File: config.mk
export PLATFORM = sky130hd
export DESIGN_NAME = bnn_cmd_ctrl_v2
export DESIGN_NICKNAME = d
export VERILOG_FILES = /design/src/rtl/bnn_ctrl_pkg.sv /design/src/rtl/bnn_cmd_ctrl_v2_sync_edge.sv /design/src/rtl/bnn_cmd_ctrl_v2.sv
export SDC_FILE = /design/constraint.sdc
export NUM_CORES = 1
export LEC_CHECK = 0
export CAP_MARGIN = 20
export CORE_ASPECT_RATIO = 0.7
export CORE_MARGIN = 2
export CORE_UTILIZATION = 55
export CTS_CLUSTER_SIZE = 8
export DETAILED_ROUTE_END_ITERATION = 7
export DONT_BUFFER_PORTS = 1
export GPL_TIMING_DRIVEN = 0
export HOLD_SLACK_MARGIN = 0.08
export PLACE_DENSITY = 0.7
export SLEW_MARGIN = 10
export SYNTH_ARGS = -nofsm -noshare
export SYNTH_HDL_FRONTEND = slang
export SYNTH_SLANG_ARGS = --single-unit
File: constraint.sdc
create_clock -name clk -period 2.6 [get_ports clk]
set_input_delay 0.39 -clock clk [delete_from_list [all_inputs] [get_ports clk]]
set_output_delay 0.39 -clock clk [all_outputs]
set_load 0.05 [all_outputs]
File: src/rtl/bnn_ctrl_pkg.sv
// Shared types for the BNN command controller: FSM state encoding, default command codes, error bits.
// Pure declarations; no timing or flow-control behaviour lives here.
package bnn_ctrl_pkg;

    typedef enum logic [3:0] {
        ST_IDLE     = 4'd0,
        ST_RX_CMD   = 4'd1,
        ST_DISPATCH = 4'd2,
        ST_STATUS   = 4'd3,
        ST_IMG_RX   = 4'd4,
        ST_WAIT_INF = 4'd5,
        ST_RESULT   = 4'd6,
        ST_CLEAR    = 4'd7
    } state_e;

    localparam logic [7:0] DEF_CMD_STATUS = 8'hFE;
    localparam logic [7:0] DEF_CMD_IMG_TX = 8'hBF;
    localparam logic [7:0] DEF_CMD_RESULT = 8'hA5;
    localparam logic [7:0] DEF_CMD_CLEAR  = 8'hC3;

    localparam int ERR_W        = 3;
    localparam int ERR_TIMEOUT  = 0;
    localparam int ERR_UNKNOWN  = 1;
    localparam int ERR_OVERFLOW = 2;

    function automatic logic [7:0] status_byte(input logic busy_prev,
                                               input logic result_valid,
                                               input logic [ERR_W-1:0] err);
        return {busy_prev, result_valid, 1'b0, err, 2'b01};
    endfunction

endpackage

File: src/rtl/bnn_cmd_ctrl_v2_sync_edge.sv
// Multi-flop synchroniser for one async level, with registered rise/fall pulses.
// Latency SYNC_STAGES to the level, one more to the edge pulses; no backpressure.
module sync_edge #(
    parameter int   SYNC_STAGES = 2,
    parameter logic RST_VAL     = 1'b0
) (
    input  logic clk,
    input  logic rst,
    input  logic async_in,
    output logic sync_out,
    output logic rise,
    output logic fall
);

    logic [SYNC_STAGES-1:0] stage_q, stage_d;
    logic                   prev_q, prev_d;
    logic                   rise_q, rise_d;
    logic                   fall_q, fall_d;

    always_comb begin
        stage_d = {stage_q[SYNC_STAGES-2:0], async_in};
        prev_d  = stage_q[SYNC_STAGES-1];
        rise_d  = stage_q[SYNC_STAGES-1] & ~prev_q;
        fall_d  = ~stage_q[SYNC_STAGES-1] & prev_q;
    end

    always_ff @(posedge clk) begin
        if (rst) begin
            stage_q <= {SYNC_STAGES{RST_VAL}};
            prev_q  <= RST_VAL;
            rise_q  <= 1'b0;
            fall_q  <= 1'b0;
        end else begin
            stage_q <= stage_d;
            prev_q  <= prev_d;
            rise_q  <= rise_d;
            fall_q  <= fall_d;
        end
    end

    assign sync_out = stage_q[SYNC_STAGES-1];
    assign rise     = rise_q;
    assign fall     = fall_q;

endmodule

File: src/rtl/bnn_cmd_ctrl_v2.sv
// SPI command decoder / image streamer / BNN inference sequencer with status, result and clear commands.
// Bytes are consumed SYNC_STAGES+1 clocks after byte_valid rises; a full image buffer drops writes and flags overflow.
module bnn_cmd_ctrl_v2 import bnn_ctrl_pkg::*; #(
    parameter int         IMG_BYTES      = 113,
    parameter int         TIMEOUT_CYCLES = 100000,
    parameter int         RESULT_W       = 4,
    parameter int         SYNC_STAGES    = 2,
    parameter logic [7:0] CMD_STATUS     = DEF_CMD_STATUS,
    parameter logic [7:0] CMD_IMG_TX     = DEF_CMD_IMG_TX,
    parameter logic [7:0] CMD_RESULT     = DEF_CMD_RESULT,
    parameter logic [7:0] CMD_CLEAR      = DEF_CMD_CLEAR
) (
    input  logic                clk,
    input  logic                rst,
    input  logic                spi_cs_n,
    input  logic [7:0]          spi_rx_data,
    input  logic                spi_byte_valid,
    output logic                byte_taken,
    output logic                rx_enable,
    output logic [7:0]          tx_data,
    output logic                tx_load,
    input  logic                buffer_full,
    input  logic                buffer_empty,
    output logic                buffer_write_enable,
    output logic                clear_buffer,
    input  logic                result_ready,
    input  logic [RESULT_W-1:0] result_out,
    output logic                bnn_start,
    output logic                busy,
    output logic [ERR_W-1:0]    err_flags,
    output logic [3:0]          fsm_state
);

    localparam int              TMO_W    = $clog2(TIMEOUT_CYCLES + 1);
    localparam logic [TMO_W-1:0] TMO_LIM = TMO_W'(TIMEOUT_CYCLES - 1);
    localparam logic [TMO_W-1:0] TMO_ONE = TMO_W'(1);
    localparam logic [9:0]       IMG_LAST = 10'(IMG_BYTES - 1);

    logic cs_s, cs_rise, cs_fall;
    logic vld_s, byte_edge, vld_fall;
    logic empty_s, empty_rise, empty_fall;
    logic res_rdy_s, res_rise, res_fall;

    sync_edge #(.SYNC_STAGES(SYNC_STAGES), .RST_VAL(1'b1)) u_sync_cs (
        .clk(clk), .rst(rst), .async_in(spi_cs_n),
        .sync_out(cs_s), .rise(cs_rise), .fall(cs_fall)
    );
    sync_edge #(.SYNC_STAGES(SYNC_STAGES), .RST_VAL(1'b0)) u_sync_vld (
        .clk(clk), .rst(rst), .async_in(spi_byte_valid),
        .sync_out(vld_s), .rise(byte_edge), .fall(vld_fall)
    );
    sync_edge #(.SYNC_STAGES(SYNC_STAGES), .RST_VAL(1'b0)) u_sync_empty (
        .clk(clk), .rst(rst), .async_in(buffer_empty),
        .sync_out(empty_s), .rise(empty_rise), .fall(empty_fall)
    );
    sync_edge #(.SYNC_STAGES(SYNC_STAGES), .RST_VAL(1'b0)) u_sync_res (
        .clk(clk), .rst(rst), .async_in(result_ready),
        .sync_out(res_rdy_s), .rise(res_rise), .fall(res_fall)
    );

    logic unused_sync;
    assign unused_sync = ^{cs_s, vld_s, vld_fall, empty_rise, empty_fall, res_rise, res_fall};

    state_e                state_q, state_d;
    logic [7:0]            cmd_q, cmd_d;
    logic [9:0]            img_cnt_q, img_cnt_d;
    logic [TMO_W-1:0]      tmo_cnt_q, tmo_cnt_d;
    logic [ERR_W-1:0]      err_q, err_d;
    logic [RESULT_W-1:0]   result_q, result_d;
    logic                  rvalid_q, rvalid_d;
    logic [7:0]            tx_data_q, tx_data_d;
    logic                  busy_q, busy_d;
    logic                  counting, timeout_hit;
    logic [7:0]            res_byte;

    always_comb begin
        state_d             = state_q;
        cmd_d               = cmd_q;
        img_cnt_d           = img_cnt_q;
        err_d               = err_q;
        result_d            = result_q;
        rvalid_d            = rvalid_q;
        tx_data_d           = tx_data_q;
        byte_taken          = 1'b0;
        buffer_write_enable = 1'b0;
        tx_load             = 1'b0;
        clear_buffer        = 1'b0;
        bnn_start           = 1'b0;
        rx_enable           = 1'b0;

        res_byte                = '0;
        res_byte[RESULT_W-1:0]  = result_q;
        res_byte[7]             = rvalid_q;

        counting    = (state_q == ST_RX_CMD) || (state_q == ST_IMG_RX);
        timeout_hit = counting && !byte_edge && (tmo_cnt_q == TMO_LIM);

        case (state_q)
            ST_IDLE: begin
                if (cs_fall) state_d = ST_RX_CMD;
            end
            ST_RX_CMD: begin
                rx_enable = 1'b1;
                if (byte_edge) begin
                    byte_taken = 1'b1;
                    cmd_d      = spi_rx_data;
                end
                if (cs_rise) begin
                    state_d = ST_IDLE;
                end else if (byte_edge) begin
                    state_d = ST_DISPATCH;
                end else if (timeout_hit) begin
                    err_d[ERR_TIMEOUT] = 1'b1;
                    state_d            = ST_IDLE;
                end
            end
            ST_DISPATCH: begin
                // Reply bytes are staged here so tx_data is already stable when tx_load pulses.
                case (cmd_q)
                    CMD_STATUS: begin
                        tx_data_d = status_byte(busy_q, rvalid_q, err_q);
                        state_d   = ST_STATUS;
                    end
                    CMD_IMG_TX: begin
                        img_cnt_d = '0;
                        rvalid_d  = 1'b0;
                        state_d   = ST_IMG_RX;
                    end
                    CMD_RESULT: begin
                        tx_data_d = res_byte;
                        state_d   = ST_RESULT;
                    end
                    CMD_CLEAR: begin
                        err_d   = '0;
                        state_d = ST_CLEAR;
                    end
                    default: begin
                        err_d[ERR_UNKNOWN] = 1'b1;
                        state_d            = ST_IDLE;
                    end
                endcase
            end
            ST_STATUS: begin
                tx_load = 1'b1;
                state_d = ST_IDLE;
            end
            ST_RESULT: begin
                tx_load  = 1'b1;
                rvalid_d = 1'b0;
                state_d  = ST_IDLE;
            end
            ST_IMG_RX: begin
                rx_enable = 1'b1;
                if (byte_edge) begin
                    byte_taken = 1'b1;
                    img_cnt_d  = img_cnt_q + 10'd1;
                    if (buffer_full) err_d[ERR_OVERFLOW] = 1'b1;
                    else             buffer_write_enable = 1'b1;
                end
                // A simultaneous cs_rise still consumes the byte above but aborts the transfer.
                if (cs_rise) begin
                    state_d = ST_IDLE;
                end else if (byte_edge && (img_cnt_q == IMG_LAST)) begin
                    state_d = ST_WAIT_INF;
                end else if (timeout_hit) begin
                    err_d[ERR_TIMEOUT] = 1'b1;
                    state_d            = ST_IDLE;
                end
            end
            ST_WAIT_INF: begin
                bnn_start = 1'b1;
                if (res_rdy_s) begin
                    result_d = result_out;
                    rvalid_d = 1'b1;
                    state_d  = ST_CLEAR;
                end
            end
            ST_CLEAR: begin
                clear_buffer = 1'b1;
                if (empty_s) state_d = ST_IDLE;
            end
            default: state_d = ST_IDLE;
        endcase

        if ((state_d != state_q) || byte_edge) tmo_cnt_d = '0;
        else if (counting && (tmo_cnt_q != TMO_LIM)) tmo_cnt_d = tmo_cnt_q + TMO_ONE;
        else tmo_cnt_d = tmo_cnt_q;

        busy_d = (state_q != ST_IDLE);
    end

    always_ff @(posedge clk) begin
        if (rst) begin
            state_q   <= ST_IDLE;
            cmd_q     <= '0;
            img_cnt_q <= '0;
            tmo_cnt_q <= '0;
            err_q     <= '0;
            result_q  <= '0;
            rvalid_q  <= 1'b0;
            tx_data_q <= '0;
            busy_q    <= 1'b0;
        end else begin
            state_q   <= state_d;
            cmd_q     <= cmd_d;
            img_cnt_q <= img_cnt_d;
            tmo_cnt_q <= tmo_cnt_d;
            err_q     <= err_d;
            result_q  <= result_d;
            rvalid_q  <= rvalid_d;
            tx_data_q <= tx_data_d;
            busy_q    <= busy_d;
        end
    end

    assign busy      = (state_q != ST_IDLE);
    assign tx_data   = tx_data_q;
    assign err_flags = err_q;
    assign fsm_state = state_q;

endmodule

==> flow_summary.json, run 1 <==
{
  "status": "complete, no violations",
  "finalSetupViolCount": 0,
  "avgSynthCellArea_um2": 9.37,
  "drt_pre_antenna_iters": 4,
  "initial_core_util_pct": 56.6,
  "dieArea_um2": 6500,
  "synthAdderAreaFrac_pct": 1.16,
  "path_max_fanout": 10,
  "drive_gt1_share_pct": 18.7,
  "antenna_left": 0,
  "powerDensity_nw_per_um2": 588,
  "fp.dieH_um": 68.1,
  "ys_top_cells_by_count": "68 x dfxtp_1, 40 x nor2_1, 21 x nand2_1, 20 x nand3_1",
  "finalNonFillerCells": 439,
  "setup.worst_path.class": "register to register",
  "vias_per_cell": 5.72,
  "synthDominantCellAreaShare_pct": 42.2,
  "min_period_over_period_pct": 94.7,
  "yosysUniqueCellTypes": 51,
  "grt_usage_pct": 24.0,
  "design_area_um2": 3670,
  "muxShareOfSynthArea_pct": 4.04,
  "root_buffer": "clkbuf_8",
  "cp.arrival_ns": 2.71,
  "yosysSeqAreaShare_pct": 42.2,
  "drv_cap": 0,
  "clock-sinks": 68,
  "cts.reportedPaths.clkPinSlew_ns": 0.07,
  "design_power_total_mw": 2.16,
  "synth_ff_type": "dfxtp_1",
  "gr-total-overflow": 0,
  "post_drt_wl_per_cell_um": 16.3,
  "syn_inst": 344,
  "clockPowerShare_pct": 48.3,
  "cts_buffers": 9,
  "placed_cell_area_um2": 3330,
  "areaGrowthSynthToFinish_pct": 13.9,
  "grt_pass1_wl_mm": 11.8,
  "hpwl_mm": 5.03,
  "synth.most_common_cell": "dfxtp_1",
  "rsz0062_at_grt": "false",
  "final.setup_skew_ns": 0.00876,
  "synth-simple-area-share_pct": 32.4,
  "grt_pass1_vias": 2402,
  "synth_seq_cells": 68,
  "slew_viol_final": 0,
  "comb_power_share_pct": 2.8,
  "internal_power_mw": 1.71,
  "syn-cell-area_um2": 3220,
  "endpoint_kind": "register",
  "yosysTopAreaCell": "dfxtp_1",
  "drt-initial-drc-count": 93,
  "drt_wl_total_mm": 7.14,
  "finalCriticalPeriod_ns": 2.46,
  "drc": 0,
  "die_w_um": 95.5,
  "grt_start_max_net_pins": 13,
  "leakagePower_nw": 1.31,
  "utilization_pct": 64.4,
  "synth-edff-count": 0,
  "portBuffers": 0,
  "p_seq_share_pct": 48.9,
  "synth_top_family_by_area": "simple AND/OR/NAND/NOR gates",
  "htree_levels": 3,
  "placedCellCount": 420,
  "ir_drop_v": 0.000359,
  "max_freq_mhz": 406,
  "synth-compound-area-share_pct": 8.54,
  "diodes": 0,
  "num_vias": 2511,
  "cts_tree": "yes",
  "synthTopCellsByArea": "dfxtp_1 42%, nor4b_2 5.6%, nor2_1 4.7%",
  "rows": 23,
  "clockBufferDepth": 2,
  "core-area_um2": 5700,
  "fin_nets": 381,
  "place_congestion": 0.846,
  "cp-start-kind": "register",
  "ioPinCount": 41,
  "swShare_pct": 20.8,
  "hold_viol_final": 0,
  "fin_hold_ws_ns": 0.126,
  "synthArstFlopShare_pct": 0,
  "antenna_found_initial": 0,
  "ctsHoldBuffers": 0,
  "synth-xor-area-share_pct": 7.61,
  "p_sw_uw": 450,
  "clock_latency_ns": 0.34,
  "tightest_slew_ns": 0.909,
  "yosysWarnings": 0,
  "slew_headroom_pct": 39.1,
  "hold_class": "input pin to register",
  "worstPathRequired_ns": 2.85
}
## logic make-up after synthesis
family,count (synthesis)
flops,68
other cells,1
simple gates,170
xor+xnor,28
mux,13
buf+inv,27
fa+ha+maj,3
compound gates,34
## power groups by stage
| stage | clock [mW] | sequential, mW | combinational [mW] |
|---|---|---|---|
| global placement | 0 | 1.08 | 0.0555 |
| global route | 1.12 | 1.06 | 0.0648 |
| floorplan | 0 | 1.08 | 0.0452 |
| CTS | 1.06 | 1.06 | 0.0592 |
| detailed placement | 0 | 1.08 | 0.0567 |
| finish | 1.04 | 1.06 | 0.0598 |
## final timing paths
| path | from | end | slack, ns | depth (start not counted) |
|---|---|---|---|---|
| hold / removal | rst | u_sync_vld.prev_q | 0.13 | 1 |
| hold reg to reg | u_sync_vld.prev_q | u_sync_vld.rise | 0.40 | 1 |
| setup / recovery | fsm_state[0] | tmo_cnt_q[13] | 0.14 | 7 |
| setup reg to reg | fsm_state[0] | tmo_cnt_q[13] | 0.14 | 7 |
## worst max-delay path, stage by stage (launching register included)
cell and delay [ns]:
dfxtp_4 0.45, buf_4 0.21, or3b_4 0.40, a2111oi_4 0.44, o41ai_4 0.16, a31oi_2 0.25
buf_2 0.24, nor4b_2 0.22
## cells in the final DEF, fill, tap and decap left out, drive strengths merged, types with 14 or more instances in the layout
| master | n |
|---|---|
| buf | 14 |
| clkbuf | 17 |
| dfxtp | 68 |
| nand2 | 22 |
| nand3 | 20 |
| nor2 | 40 |
| nor2b | 15 |
| nor4b | 19 |
| xor2 | 15 |
## state kept, by name, summed over array words and instances, names as in the netlist, 2 cells and up
signal / count
cmd_q: 8
err_flags: 3
fsm_state: 4
img_cnt_q: 10
result_q: 4
tmo_cnt_q: 17
tx_data: 7
u_sync_cs.stage_q: 2
u_sync_empty.stage_q: 2
u_sync_res.stage_q: 2
u_sync_vld.stage_q: 2
## layout make-up
class                      instances  area [um2]
buffer                            17        90.1
clock buffer                      10         128
clock inverter                     6         111
fill                             487        2030
inverter                           9        37.5
multi-input combinational        250        1810
sequential                        68        1370
tap                               75        93.8
timing repair buffer               4        30.0
## what timing repair did
item                                    in CTS  in global routing
pin swaps                                    2                  2
gates resized for setup                      9                  9
endpoints found under the setup margin      28                 25
setup buffers                                3                  1
## per-stage QoR
step,TNS (ns),setup WS [ns]
CTS,-0.0427,-0.0427
floorplan,0,0.0414
global placement,-6.03,-0.466
finish,0,0.137
global route,0,0.00445
detailed placement,-7.12,-0.503
## per-layer routing
metal	share of wire, %	global-route usage (%)	vias to the layer above	wire length (um)
met2	44	36.5	65	3140
met4	0.83	9.29	0	59
met5	0	3.33	-	0
li1	-	-	1240	-
met3	5.9	6.06	5	418
met1	49	32.8	1201	3530
Power figures use the tool's default switching activity.
==> inputs of run 2 (changes only) <==
--- a/config.mk
+++ b/config.mk
@@ -5,7 +5,6 @@
 export SDC_FILE = /design/constraint.sdc
 export NUM_CORES = 1
 export LEC_CHECK = 0
-export CAP_MARGIN = 20
 export CORE_ASPECT_RATIO = 0.7
 export CORE_MARGIN = 2
 export CORE_UTILIZATION = 55
==> results of run 2 <==
Final layout, timing and power as in run 1 (identical DEF).
